[src/rtl/seq_sched_pkg.sv]
// Shared types for the two-source 1101 stream scheduler: scheduler states,
// detector core states and source identifiers.
package seq_sched_pkg;

  typedef enum logic [1:0] {
    ST_IDLE  = 2'd0,
    ST_SHIFT = 2'd1,
    ST_DRAIN = 2'd2
  } sched_state_t;

  typedef enum logic [2:0] {
    S0 = 3'd0,  // nothing matched
    S1 = 3'd1,  // "1"
    S2 = 3'd2,  // "11"
    S3 = 3'd3,  // "110"
    S4 = 3'd4   // "1101" (match)
  } core_state_t;

  localparam logic SRC_A = 1'b0;
  localparam logic SRC_B = 1'b1;

endpackage

[src/rtl/seq_1101_core.sv]
// Moore overlapping "1101" detector. Advances one bit per enabled clock;
// clr forces the start state. y is high while the core sits in S4.
module seq_1101_core
  import seq_sched_pkg::*;
(
  input  logic clk,
  input  logic rst_n,
  input  logic en,
  input  logic clr,
  input  logic din,
  output logic y
);

  core_state_t state, nxt;

  // State register with synchronous active-low reset.
  always_ff @(posedge clk) begin
    if (!rst_n) state <= S0;
    else        state <= nxt;
  end

  // Next-state: clear wins, otherwise step only on enabled cycles.
  always_comb begin
    nxt = state;
    if (clr) begin
      nxt = S0;
    end else if (en) begin
      unique case (state)
        S0:      nxt = din ? S1 : S0;
        S1:      nxt = din ? S2 : S0;
        S2:      nxt = din ? S2 : S3;
        S3:      nxt = din ? S4 : S0;
        S4:      nxt = din ? S2 : S0;
        default: nxt = S0;
      endcase
    end
  end

  assign y = (state == S4);

endmodule

[src/rtl/seq_stream_sched.sv]
// Round-robin scheduler sharing one serial 1101 detector between sources A
// and B. Words are shifted MSB-first; per-word match counts are reported with
// done and accumulated into saturating per-source totals.
// Optional feature macro: SEQ_SCHED_CARRY_EN -- when defined, detector state
// carries across consecutive words of the same owner (clear only on owner
// change); when undefined, the detector is cleared on every transfer.
module seq_stream_sched
  import seq_sched_pkg::*;
#(
  parameter int WIDTH = 8,
  parameter int CNT_W = 16
) (
  input  logic                   clk,
  input  logic                   rst_n,
  input  logic                   a_valid,
  input  logic [WIDTH-1:0]       a_data,
  output logic                   a_ready,
  input  logic                   b_valid,
  input  logic [WIDTH-1:0]       b_data,
  output logic                   b_ready,
  output logic                   busy,
  output logic                   done,
  output logic                   done_src,
  output logic [$clog2(WIDTH):0] word_matches,
  output logic [CNT_W-1:0]       total_a,
  output logic [CNT_W-1:0]       total_b
);

  localparam int MW = $clog2(WIDTH) + 1;
  localparam int IW = $clog2(WIDTH);
  localparam int SW = ((CNT_W > MW) ? CNT_W : MW) + 1;

  // Add a word count to a total, clamping at the all-ones value.
  function automatic logic [CNT_W-1:0] sat_add(input logic [CNT_W-1:0] t,
                                               input logic [MW-1:0]    a);
    logic [SW-1:0] s;
    s = SW'(t) + SW'(a);
    if (s > SW'({CNT_W{1'b1}})) return {CNT_W{1'b1}};
    else                        return s[CNT_W-1:0];
  endfunction

  sched_state_t   state, nxt;
  logic           rr;
  logic           owner;
  logic [WIDTH-1:0] word;
  logic [IW-1:0]  idx;
  logic [MW-1:0]  cnt;
  logic           en_d;
  logic           grant_a, grant_b, xfer;
  logic           core_en, core_din, core_clr, core_y, hit;

  // The pointer side wins when it is requesting; otherwise the other side.
  assign grant_a = (rr == SRC_A) ? a_valid : (a_valid && !b_valid);
  assign grant_b = (rr == SRC_B) ? b_valid : (b_valid && !a_valid);
  assign a_ready = (state == ST_IDLE) && grant_a;
  assign b_ready = (state == ST_IDLE) && grant_b;
  assign xfer    = (a_valid && a_ready) || (b_valid && b_ready);
  assign busy    = (state != ST_IDLE);

`ifdef SEQ_SCHED_CARRY_EN
  logic prev_valid, prev_owner;
  // Clear only when the owner changes (or on the first word after reset).
  assign core_clr = xfer && (!prev_valid || (prev_owner != b_ready));
`else
  // Every word starts from a clean detector.
  assign core_clr = xfer;
`endif

  // en_d lines up with the core output that reflects the last shifted bit.
  assign hit          = en_d && core_y;
  assign done_src     = done ? owner : 1'b0;
  assign word_matches = done ? (cnt + MW'(hit)) : '0;

  // Scheduler next-state and per-state core drive.
  always_comb begin
    nxt      = state;
    core_en  = 1'b0;
    core_din = 1'b0;
    done     = 1'b0;
    unique case (state)
      ST_IDLE:  if (xfer) nxt = ST_SHIFT;
      ST_SHIFT: begin
        core_en  = 1'b1;
        core_din = word[idx];
        if (idx == '0) nxt = ST_DRAIN;
      end
      ST_DRAIN: begin
        done = 1'b1;
        nxt  = ST_IDLE;
      end
      default:  nxt = ST_IDLE;
    endcase
  end

  // Control state: FSM, round-robin pointer, enable delay, totals.
  always_ff @(posedge clk) begin
    if (!rst_n) begin
      state   <= ST_IDLE;
      rr      <= SRC_A;
      en_d    <= 1'b0;
      total_a <= '0;
      total_b <= '0;
`ifdef SEQ_SCHED_CARRY_EN
      prev_valid <= 1'b0;
      prev_owner <= SRC_A;
`endif
    end else begin
      state <= nxt;
      en_d  <= core_en;
      if (xfer) begin
        rr <= b_ready ? SRC_A : SRC_B;
`ifdef SEQ_SCHED_CARRY_EN
        prev_valid <= 1'b1;
        prev_owner <= b_ready;
`endif
      end
      if (done) begin
        if (owner == SRC_B) total_b <= sat_add(total_b, word_matches);
        else                total_a <= sat_add(total_a, word_matches);
      end
    end
  end

  // Word datapath: capture on transfer, walk the bit index, count matches.
  always_ff @(posedge clk) begin
    if (xfer) begin
      word  <= b_ready ? b_data : a_data;
      owner <= b_ready;
      idx   <= IW'(WIDTH - 1);
      cnt   <= '0;
    end else begin
      if (state == ST_SHIFT) idx <= idx - 1'b1;
      if (hit)               cnt <= cnt + 1'b1;
    end
  end

  seq_1101_core u_core (
    .clk   (clk),
    .rst_n (rst_n),
    .en    (core_en),
    .clr   (core_clr),
    .din   (core_din),
    .y     (core_y)
  );

endmodule
[config.mk]
export PLATFORM = sky130hd
export DESIGN_NAME = seq_stream_sched
export DESIGN_NICKNAME = d
export VERILOG_FILES = /design/src/rtl/seq_sched_pkg.sv /design/src/rtl/seq_1101_core.sv /design/src/rtl/seq_stream_sched.sv
export SDC_FILE = /design/constraint.sdc
export NUM_CORES = 1
export LEC_CHECK = 0
export BUFFER_PORTS_ARGS = -buffer_cell sky130_fd_sc_hd__buf_2
export CAP_MARGIN = 10
export CELL_PAD_IN_SITES_DETAIL_PLACEMENT = 0
export CELL_PAD_IN_SITES_GLOBAL_PLACEMENT = 1
export CORE_UTILIZATION = 44
export CTS_CLUSTER_SIZE = 14
export DETAILED_ROUTE_END_ITERATION = 8
export PLACE_DENSITY = 0.88
export SYNTH_ARGS = -nofsm -noshare
export SYNTH_HDL_FRONTEND = slang
export SYNTH_SLANG_ARGS = --single-unit
export TNS_END_PERCENT = 100
[constraint.sdc]
create_clock -name clk -period 4.6 [get_ports clk]
set_input_delay 0.69 -clock clk [delete_from_list [all_inputs] [get_ports clk]]
set_output_delay 0.69 -clock clk [all_outputs]
set_load 0.03 [all_outputs]
# == After elaboration in Yosys (flattened, before gate mapping) ==
# Cells that the tools add are included.
# op_classes
bitwise,2
mux,21
addsub,5
n_lt_le_gt_ge,3
n_reduce_logical,19
n_eq_ne,8
# ops
op,count
adder 16 x 4 -> 17 bit,2
> comparator 17 x 16 -> 1 bit (second input constant),2
2-to-1 mux 16 bit,2
case mux 3 bit (4 select lines),1
2-to-1 mux 1 bit,10
2-to-1 mux 8 bit,1
logical AND 1 bit,7
equality test 3 x 2 -> 1 bit (second input constant),2
logical NOT 3 bit,2
2-to-1 mux 2 bit,3
AND reduction 2 bit,3
adder 4 x 1 -> 4 bit,1
adder 4 x 1 -> 4 bit (second input constant),1
less-than comparator 3 x 4 -> 1 bit (second input constant),1
2-to-1 mux 4 bit,1
!= test 2 bit (second input constant),2
case mux 2 bit (2 select lines),1
OR reduction 2 bit,2
binary-select mux 1 bit (select 3 bit),1
equality test 3 x 1 -> 1 bit (second input constant),1
equality test 3 bit (second input constant),1
2-to-1 mux 3 bit,1
subtractor 3 x 1 -> 3 bit (second input constant),1
equality test 2 x 1 -> 1 bit (second input constant),1
6 further kinds,8
# word_totals
elab_cells,68
regBits,55
output_inout_bits,41

# == Depth between registers and ports, before layout ==
# Gate-level depths: netlist of run 1.
# logic_depth
depth_word,8
ltp_mapped,12
depth_no_buf,11

# == By module ==
# From an unflattened synthesis of run 1, not the netlist that was laid out.
# unflattened
cells_unflattened,316
hier_area_um2,2847.7
# by_module_without_submodules
mod,area_per_inst_um2,seq_area_each_um2,cells_per_inst,instances
seq_stream_sched,2676.3,1131.1,297,1
seq_1101_core,171.4,60.1,19,1

# == Worst setup path after synthesis of run 1 ==
# Ideal clock, no wire load.
# synth_path
path_type,reg-to-reg
start,register u_core.state[1]
end,register total_b[13]
arrival_time_ns,3.271
setup_time_ns,0.116
stages_incl_launch_ff,13
path_slack_ns,1.213
required_ns,4.484
synth_period_minus_slack_ns,3.387
cell_sequence,dfxtp_1 > nor4bb_1 > clkbuf_1 > ha_1 > nand3_1 > xor2_1 > nor2_1 > ha_1 > o2111a_1 > and2_0 > a31oi_1 > a31oi_1 > a41o_1
# synth_via
elab_chain_cells,7
# synth_rtl
item,line_no,rtl
from (decl),seq_1101_core.sv:14,"core_state_t state, nxt;"
from (signal assigned),seq_1101_core.sv:19,else state <= nxt;
equality test 3 bit (*),seq_1101_core.sv:39,assign y = (state == S4);
logical AND 1 bit (*),seq_stream_sched.sv:70,assign hit = en_d && core_y;
adder 4 x 1 -> 4 bit (*),seq_stream_sched.sv:72,assign word_matches = done ? (cnt + MW'(hit)) : '0;
2-to-1 mux 4 bit (*),seq_stream_sched.sv:72,
named net word_matches[3],seq_stream_sched.sv:24,"output logic [$clog2(WIDTH):0] word_matches,"
adder 16 x 4 -> 17 bit (*),seq_stream_sched.sv:37,s = SW'(t) + SW'(a);
> comparator 17 x 16 -> 1 bit,seq_stream_sched.sv:38,if (s > SW'({CNT_W{1'b1}})) return {CNT_W{1'b1}};
2-to-1 mux 16 bit (*),seq_stream_sched.sv:38,
to (signal assigned),seq_stream_sched.sv:118,"if (owner == SRC_B) total_b <= sat_add(total_b, word_matches);"
to (decl),seq_stream_sched.sv:26,output logic [CNT_W-1:0] total_b
# Mark *: on every way through the listed nets, which the timed path passes. The rest lies on a longest branch.
# A chain may end at the register's enable or synchronous reset.

# == Worst setup path after layout of run 1 ==
# layout_path
start,register u_core.state[1]
end,register total_b[13]
# layout_via
elab_chain_cells,7
# layout_rtl
item,line_no
equality test 3 bit (*),seq_1101_core.sv:39
logical AND 1 bit (*),seq_stream_sched.sv:70
adder 4 x 1 -> 4 bit (*),seq_stream_sched.sv:72
2-to-1 mux 4 bit (*),seq_stream_sched.sv:72
adder 16 x 4 -> 17 bit (*),seq_stream_sched.sv:37
> comparator 17 x 16 -> 1 bit,seq_stream_sched.sv:38
2-to-1 mux 16 bit (*),seq_stream_sched.sv:38
# Every way passes the cells marked *; elsewhere a longest branch is shown, timed or not.

==> out/summary.txt, run 1 <==
I/O pin total: 61
reg2reg setup slack: 1.23 ns
DRC violations left: 0
global-route wire length before repair: 11.2 mm
status: complete, no violations
Top FF cell, synth: dfxtp_1
max-cap violations: 0
die width: 82.9 um
Avg Vias per Cell: 5.74
class of the worst hold path: register to register
RR Endpoint: total_b[13]
Synth Register Bits: 55
WP data arrival: 3.58 ns
Max rail drop VDD: 139 uV
hold path start: total_a[15]
root buf cell: clkbuf_8
Hold Crit Depth: 2
power per cell area: 268 nW/um^2
hold_buf cts: 0
DRT Pass-1 Iters: 4
commonest non-fill, non-tap cell in the layout: buf_2
commonest cells after routing, fill and taps aside: buf_2, dfxtp_1, nand2_1
fmax: 0.297 GHz
sequential power share: 56.9%
clock buffer depth: 2
clk_lat worst skew: 0.31 ns
# clock sinks: 55
Hold Fails Final Rpt: 0
Gate Count Post-Synth: 319
critical setup path kind: register to register
ANT cells: 0
Slew HR: 51.5%
Worst-path clk slew: 0.10 ns
Setup Viol. Count Final: 0
via count: 2634
nets@finish: 414
setup total negative slack: 0 ns
leakage: 0.00155 uW
CTS tree: built
PortBufs: 60
largest net degree at the start of global routing: 24
cell area after synthesis: 2880 um^2
post-synthesis sequential area ratio: 41.3%
CP max FO: 8
initial antenna violation count: 0
gr ovfl total: 0
Post-DRT Antenna Nets: 0
Routed wire per std cell: 14.7 um
Iter 0 DRT Violations: 98
switching power: 207 uW
Worst-Margin Slew: 0.720 ns
Non-Filler Instances: 459
Tmin final: 3.37 ns
CTS buffer count: 5
Worst setup EP type: register
H-tree levels: 2
Total GRT Usage: 19.8%
RePlAce Congestion: 0.814
die height: 82.9 um
post_cts resized: 0
layout cell share with drive strength beyond 1: 21.5%
Setup Skew: 0.00505 ns
Comb pwr share: 7.8%
DP HPWL: 4.81 mm
Inst Count DP: 451
Final Cycle Share: 73.2%
Worst Setup Start Kind: register
Yosys cell types: 57
P_int: 696 uW
Initial Utilization: 45.4%
Endpoint, Worst Hold: total_a[15]
YS warnings: 0
vias in the first global route: 2391
clock power share: 35.3%
RSZ-0062 raised after global routing: no
syn avg cell area: 9.04 um^2
Syn Nets: 352
Slew Viols, Final: 0
postcts setup bufs: 0
Std-Cell Rows: 29
Core ar.: 6350 um^2
Async SR Flop Fraction: 0%
RR Startpoint: u_core.state[1]
sw frac: 22.9%
wirelength, routed: 6.73 mm
Die ar.: 6880 um^2
r2r worst-path depth: 12
CP Data Required Time: 4.82 ns
Post-synth EDFFs: 9
Area growth syn-to-layout: 17.1%
==> worst max-delay path by stage <==
stage,from,slack (ns),endpoint,cells past startpoint
after global placement,u_core.state[1],1.36,total_b[13],12
after CTS,u_core.state[1],1.27,total_b[13],12
final,u_core.state[1],1.23,total_b[13],12
after global routing,u_core.state[2],0.91,total_b[5],12
after floorplan,u_core.state[1],1.21,total_b[13],12
after detailed placement,u_core.state[1],1.29,total_b[13],12
==> power by group through the flow <==
stage | logic [uW] | registers, uW | clock network [uW]
floorplan | 49.4 | 522 | 0
global placement | 69.3 | 525 | 0
detailed placement | 70.6 | 526 | 0
CTS | 71.1 | 514 | 331
global route | 78.8 | 516 | 346
finish | 70.5 | 514 | 319
==> synth_stat cells (all sizes together) (2+ instances only) <==
library cell / number / area, um^2
a31o: 2 / 17.5
nand3: 8 / 45.0
nor2b: 3 / 18.8
mux2i: 2 / 20.0
ha: 13 / 163
xor2: 6 / 52.6
a41oi: 2 / 17.5
nor2: 28 / 105
nand4: 6 / 37.5
edfxtp: 9 / 270
a311oi: 8 / 87.6
o21bai: 2 / 15.0
o211ai: 2 / 15.0
nand2b: 5 / 31.3
a211oi: 9 / 67.6
clkbuf: 7 / 26.3
a31oi: 11 / 68.8
o21a: 2 / 15.0
inv: 10 / 37.5
o21ai: 22 / 114
and2: 7 / 43.8
o211a: 4 / 40.0
o221a: 2 / 22.5
o311a: 3 / 30.0
nor3: 13 / 65.1
nor3b: 2 / 20.0
and4: 2 / 17.5
nand2: 39 / 146
xnor2: 6 / 52.6
o2111ai: 2 / 17.5
clkinv: 2 / 7.51
a21oi: 10 / 50.1
dfxtp: 46 / 921
or2: 2 / 12.5
and3: 7 / 43.8
mux4: 2 / 45.0
==> per-stage QoR <==
step	hold slack (ns)	power (uW)	cell area, um^2	util (%)	setup WS, ns
2_1_floorplan	0.476	571	2880	-	1.21
3_3_place_gp	0.491	594	3270	51.5	1.36
3_5_place_dp	0.497	596	3270	51.5	1.29
4_1_cts	0.511	916	3370	53.1	1.27
5_1_grt	0.554	941	3370	53.1	0.909
6_report	0.516	903	3370	53.1	1.23
==> metal layers <==
layer	vias to the layer above	share of wire, %	track usage [%]
met5	-	0	0
met4	0	1.5	6.74
met3	9	5.5	3.48
met2	78	45	31.7
met1	1221	48	26.9
li1	1326	-	-
==> layout make-up <==
class / instances / area, um^2
multi-input cells: 245 / 1620
repair buffers: 62 / 315
inverters: 12 / 45.0
well taps: 77 / 96.3
clock buffers: 7 / 76.3
flip-flops and latches: 55 / 1190
fillers: 599 / 2980
clock inverters: 1 / 30.0
==> kinds of logic after synthesis <==
kind of cell,Yosys count,synth area share (%)
and+or+nand+nor,128,22.3
AOI/OAI and AO/OA,87,22.0
DFF,55,41.3
adders and majority gates,13,5.64
xor gates and xnor gates,12,3.65
buffers and inverters,19,2.47
muxes,5,2.65
==> state kept, by name, indices dropped and copies added (netlist names) <==
name          count
word              8
rr                1
cnt               4
total_b          16
state             2
en_d              1
total_a          16
u_core.state      3
owner             1
idx               3
==> worst max-delay path, stage by stage (launching register included) <==
cell	delay [ns]
dfxtp_1	0.37
nor4bb_1	0.29
buf_4	0.19
ha_1	0.17
ha_1	0.16
xnor2_1	0.06
nor2_1	0.20
ha_1	0.34
a211oi_1	0.32
o21ai_2	0.18
a31oi_1	0.60
a31oi_1	0.17
a41o_1	0.22
Power figures use the tool's default switching activity.
==> inputs of run 2 (changes only) <==
--- a/config.mk
+++ b/config.mk
@@ -9,10 +9,10 @@
 export CAP_MARGIN = 10
 export CELL_PAD_IN_SITES_DETAIL_PLACEMENT = 0
 export CELL_PAD_IN_SITES_GLOBAL_PLACEMENT = 1
-export CORE_UTILIZATION = 44
+export CORE_UTILIZATION = 37
 export CTS_CLUSTER_SIZE = 14
 export DETAILED_ROUTE_END_ITERATION = 8
-export PLACE_DENSITY = 0.88
+export PLACE_DENSITY = 0.79
 export SYNTH_ARGS = -nofsm -noshare
 export SYNTH_HDL_FRONTEND = slang
 export SYNTH_SLANG_ARGS = --single-unit
==> constraint.sdc (replaced) <==
create_clock -name clk -period 3.01 [get_ports clk]
set_input_delay 0.4515 -clock clk [delete_from_list [all_inputs] [get_ports clk]]
set_output_delay 0.4515 -clock clk [all_outputs]
set_load 0.03 [all_outputs]
==> out/summary.txt, run 2 (synthesized netlist as in run 1, its figures left out) <==
clock buffer depth: 2 (unchanged)
Total GRT Usage: 17.3% (-2.5 points)
status: complete, no violations
sequential power share: 59.0% (+2.1 points)
I/O pin total: 61 (unchanged)
Worst-path clk slew: 0.10 ns (about the same)
DRT Pass-1 Iters: 4 (unchanged)
switching power: 324 uW (+57%)
Final Cycle Share: 95.1% (+22 points)
cells along the critical path: nor4bb_4 -> ha_2 -> nand3_1 -> xor2_1 -> nor2_4 -> ha_1 -> o2111a_1 -> and2_2 -> nand3_2 -> or4b_1 -> o211a_1
Core ar.: 7410 um^2 (+17%)
commonest non-fill, non-tap cell in the layout: buf_2
Hold Crit Depth: 3 (+1)
Worst setup EP type: register
Hold Fails Final Rpt: 0 (unchanged)
Area growth syn-to-layout: 23.7%
initial antenna violation count: 0 (unchanged)
Die ar.: 8150 um^2 (+18%)
CTS tree: built
layout cell share with drive strength beyond 1: 27.0% (+5.5 points)
leakage: 0.00162 uW (+4.5%)
vias in the first global route: 2525 (+5.6%)
Largest regs: total_a (16), total_b (16), word (8)
power per cell area: 373 nW/um^2 (+39%)
Routed wire per std cell: 13.5 um (-8.0%)
clk_lat worst skew: 0.32 ns (about the same)
CP delay by family, top: simple AND/OR/NAND/NOR gates
wirelength, routed: 6.69 mm (-0.61%)
RePlAce Congestion: 0.846 (+4.0%)
Post-DRT Antenna Nets: 0 (unchanged)
die width: 90.3 um (+8.8%)
Initial Utilization: 38.9% (-6.5 points)
largest net degree at the start of global routing: 23 (-4.2%)
sw frac: 24.4% (+1.5 points)
max-cap violations: 0 (unchanged)
critical setup path kind: register to register
Setup Skew: 0.00751 ns (+0.00246 ns)
P_int: 1010 uW (+44%)
Worst-Margin Slew: 0.480 ns (-0.239 ns)
CP Data Required Time: 3.23 ns (-1.59 ns)
Iter 0 DRT Violations: 82 (-16%)
root buf cell: clkbuf_8
WP data arrival: 3.08 ns (-0.50 ns)
Crit-path slowest cell: or4b_1
Crit path largest cell delay: 0.48 ns (-0.12 ns)
Slew HR: 67.9% (+16 points)
global-route wire length before repair: 11.6 mm (+2.9%)
Worst Setup Start Kind: register
via count: 2651 (+0.65%)
H-tree levels: 2 (unchanged)
Final Core Density: 48.1% (-5.0 points)
Setup Viol. Count Final: 0 (unchanged)
placed cell area: 3420 um^2 (+4.7%)
Design Area, Final: 3560 um^2 (+5.6%)
Comb pwr share: 8.2% (+0.4 points)
gr ovfl total: 0 (unchanged)
CTS buffer count: 5 (unchanged)
clock power share: 32.8% (-2.5 points)
PortBufs: 60 (unchanged)
CP max FO: 6 (-2)
fmax: 0.349 GHz (+18%)
Buf/Inv on CP: 0 (-1)
ANT cells: 0 (unchanged)
DP HPWL: 5.01 mm (+4.2%)
Slew Viols, Final: 0 (unchanged)
r2r worst-path depth: 11 (-1)
Std-Cell Rows: 31 (+6.9%)
Tmin final: 2.86 ns (-0.503 ns)
commonest cells after routing, fill and taps aside: buf_2, dfxtp_1, nand2_1
DRC violations left: 0 (unchanged)
class of the worst hold path: input pin to register
Avg Vias per Cell: 5.34 (-6.9%)
# clock sinks: 55 (unchanged)
RSZ-0062 raised after global routing: yes
nets@finish: 429 (+3.6%)
die height: 90.3 um (+8.8%)
WP depth: 11 (-1)
setup total negative slack: 0 ns (unchanged)
Max rail drop VDD: 210 uV (+51%)
[run 2: changes by cell type in the layout (fill, tap and decap cells not counted), sizes merged]
cell and delta:
bufinv -1, clkinv +1, clkbuf -1, buf +15, clkinvlp +1
[run 2: stage by stage]
stage          cells  hold WS [ns]  worst slack [ns]  power, uW
2_1_floorplan    319         0.476            0.0305        873
3_3_place_gp     487         0.493             0.115        910
3_5_place_dp     487         0.500           -0.0297        911
4_1_cts          495         0.384            0.0258       1350
5_1_grt          496         0.397          -0.00458       1390
6_report         496         0.391             0.148       1330
[run 2: cell type report]
class	instances	area [um^2]
repair buffers	77	428
clock buffers	6	82.6
well taps	99	124
multi-input cells	245	1680
clock inverters	2	16.3
fillers	732	3840
inverters	12	45.0
flip-flops and latches	55	1190
[run 2: path summary, 6_finish.rpt]
path,startpoint,end,slack (ns)
setup / recovery,u_core.state[1],total_b[14],0.15
hold / removal,b_data[1],word[1],0.39
setup reg to reg,u_core.state[1],total_b[14],0.15
hold reg to reg,total_a[15],total_a[15],0.51
[run 2: repair_timing]
item	4_1_cts	5_1_grt
gates cloned	0	0
hold buffers	0	0
pin swaps	0	3
gates resized for setup	2	6
endpoints found under the setup margin	4	19
setup buffers	0	1
[run 2: power by group through the flow]
stage               clock, uW  sequential (uW)  combinational, uW
global placement            0              801                109
detailed placement          0              802                109
CTS                       453              785                111
floorplan                   0              798               75.5
global route              480              788                125
finish                    437              784                109
[run 2: per-layer routing]
layer	track usage (%)	part of all wire (%)	wire, um	vias to the layer above
met2	28.2	44	2970	71
met3	3.70	4.4	297	7
met1	23.1	50	3340	1219
li1	-	-	-	1354
met5	0	0	0	-
met4	5.11	1.2	78	0
[run 2: worst register-to-register path, cell delays in order (launching register included)]
cell and delay (ns):
dfxtp_1 0.35, nor4bb_4 0.31, ha_2 0.23, nand3_1 0.09
xor2_1 0.23, nor2_4 0.06, ha_1 0.34, o2111a_1 0.22
and2_2 0.24, nand3_2 0.09, or4b_1 0.48, o211a_1 0.14
==> inputs of run 3 (changes only) <==
--- a/config.mk
+++ b/config.mk
@@ -12,7 +12,7 @@
 export CORE_UTILIZATION = 37
 export CTS_CLUSTER_SIZE = 14
 export DETAILED_ROUTE_END_ITERATION = 8
-export PLACE_DENSITY = 0.79
+export PLACE_DENSITY = 0.75
 export SYNTH_ARGS = -nofsm -noshare
 export SYNTH_HDL_FRONTEND = slang
 export SYNTH_SLANG_ARGS = --single-unit
==> out/summary.txt, run 3 (synthesized netlist as in run 1, its figures left out) <==
vias in the first global route: 2471 (-2.1%)
H-tree levels: 2 (unchanged)
via count: 2668 (+0.64%)
Worst-path clk slew: 0.10 ns (about the same)
Post-DRT Antenna Nets: 0 (unchanged)
Hold Fails Final Rpt: 0 (unchanged)
P_int: 981 uW (-2.5%)
Iter 0 DRT Violations: 115 (+40%)
# clock sinks: 55 (unchanged)
Total GRT Usage: 17.7% (+0.34 points)
global-route wire length before repair: 11.9 mm (+2.9%)
RePlAce Congestion: 0.813 (-3.9%)
Worst Setup Start Kind: register
commonest non-fill, non-tap cell in the layout: buf_2
die width: 90.3 um (unchanged)
Final Cycle Share: 93.8% (-1.2 points)
Die ar.: 8150 um^2 (unchanged)
PortBufs: 60 (unchanged)
commonest cells after routing, fill and taps aside: buf_2, dfxtp_1, nand2_1
CP max FO: 6 (unchanged)
Place WS: 0.0307 ns (+0.0604 ns)
ANT cells: 0 (unchanged)
max-cap violations: 0 (unchanged)
I/O pin total: 61 (unchanged)
Std-Cell Rows: 31 (unchanged)
Non-Filler Instances: 495 (-0.20%)
postcts setup bufs: 0 (unchanged)
status: complete, no violations
RR Startpoint: u_core.state[0]
met1 WL: 3.47 mm (+3.9%)
power per cell area: 367 nW/um^2 (-1.6%)
initial antenna violation count: 0 (unchanged)
Setup Viol. Count Final: 0 (unchanged)
Routed wire per std cell: 14.1 um (+4.5%)
critical setup path kind: register to register
Worst-Margin Slew: 0.503 ns (+0.0221 ns)
Slew Viols, Final: 0 (unchanged)
DRT Pass-1 Iters: 4 (unchanged)
DP HPWL: 5.09 mm (+1.5%)
clk_lat worst skew: 0.30 ns (-0.02 ns)
Max rail drop VDD: 276 uV (+31%)
hold_buf cts: 0 (unchanged)
sw frac: 24.8% (+0.40 points)
Worst setup EP type: register
leakage: 0.00161 uW (-0.39%)
root buf cell: clkbuf_8
CP Data Required Time: 3.21 ns (-0.02 ns)
Inst Count DP: 487 (unchanged)
Final Core Density: 47.9% (-0.20 points)
clock buffer depth: 2 (unchanged)
largest net degree at the start of global routing: 23 (unchanged)
Initial Utilization: 38.9% (unchanged)
wirelength, routed: 6.98 mm (+4.3%)
CTS buffer count: 5 (unchanged)
RSZ-0062 raised after global routing: yes
hold slack: 0.406 ns (+0.0141 ns)
Comb pwr share: 8.5% (+0.3 points)
Largest regs: total_a (16), total_b (16), word (8)
Slew HR: 66.5% (-1.5 points)
Avg Vias per Cell: 5.39 (+0.84%)
hold path start: b_data[6]
Setup Skew: 0.00909 ns (+0.00158 ns)
Core ar.: 7410 um^2 (unchanged)
Setup crit start: u_core.state[0]
fmax: 0.354 GHz (+1.3%)
sequential power share: 60.2% (+1.2 points)
layout cell share with drive strength beyond 1: 26.5% (-0.44 points)
Tmin final: 2.82 ns (-0.0375 ns)
die height: 90.3 um (unchanged)
met2 wire length: 3.17 mm (+6.8%)
class of the worst hold path: input pin to register
met3 WL post-DR: 288 um (-3.0%)
Top Metal Used: met4
clock power share: 31.3% (-1.5 points)
WP data arrival: 3.02 ns (-0.06 ns)
CTS tree: built
nets@finish: 428 (-0.23%)
Area growth syn-to-layout: 23.1%
DRC violations left: 0 (unchanged)
gr ovfl total: 0 (unchanged)
PnR worst setup slack: 0.185 ns (+0.0375 ns)
switching power: 323 uW (-0.37%)
[run 3: path summary, 6_finish.rpt]
| path | end | slack [ns] | cells past startpoint |
|---|---|---|---|
| hold / removal | word[6] | 0.41 | 3 |
| setup reg to reg | total_b[14] | 0.19 | 11 |
| hold reg to reg | total_a[14] | 0.50 | 1 |
| setup / recovery | total_b[14] | 0.19 | 11 |
[run 3: metrics by stage]
stage	setup TNS, ns	instance area (um^2)	power, uW
floorplan	0	2910	873
global placement	0	3420	911
detailed placement	0	3420	913
CTS	0	3510	1320
global route	-0.0211	3550	1370
finish	0	3550	1300
[run 3: timing repair]
| item | in CTS | in global routing |
|---|---|---|
| gates resized for setup | 0 | 8 |
| hold endpoints to repair | 0 | 0 |
| setup endpoints to repair | 0 | 31 |
[run 3: routing by layer]
metal  track usage, %  vias to the layer above
met5                0                        -
met4             3.63                        0
met3             3.11                        2
met2             28.9                       71
met1             24.4                     1238
li1                 -                     1357
[run 3: power by group through the flow]
stage,logic (uW),clock network (uW),registers [uW]
4_1_cts,112,426,785
3_5_place_dp,111,0,803
3_3_place_gp,110,0,801
5_1_grt,124,457,789
2_1_floorplan,75.5,0,798
6_report,110,409,785
[run 3: layout make-up]
| cell class | count | area [um^2] |
|---|---|---|
| fill | 726 | 3860 |
| tap | 99 | 124 |
| inverter | 12 | 45.0 |
| clock buffer | 5 | 68.8 |
| multi-input combinational | 245 | 1680 |
| sequential | 55 | 1190 |
| timing repair buffer | 76 | 420 |
| clock inverter | 3 | 20.0 |
[run 3: worst max-delay path, cell delays in order (launching register included)]
cell,delay [ns]
dfxtp_1,0.35
nor4bb_4,0.30
ha_1,0.21
ha_1,0.16
xnor2_1,0.16
nor2_4,0.07
ha_2,0.38
nand2_1,0.08
o21ai_2,0.28
nand3_2,0.13
or4b_1,0.49
o211a_1,0.13
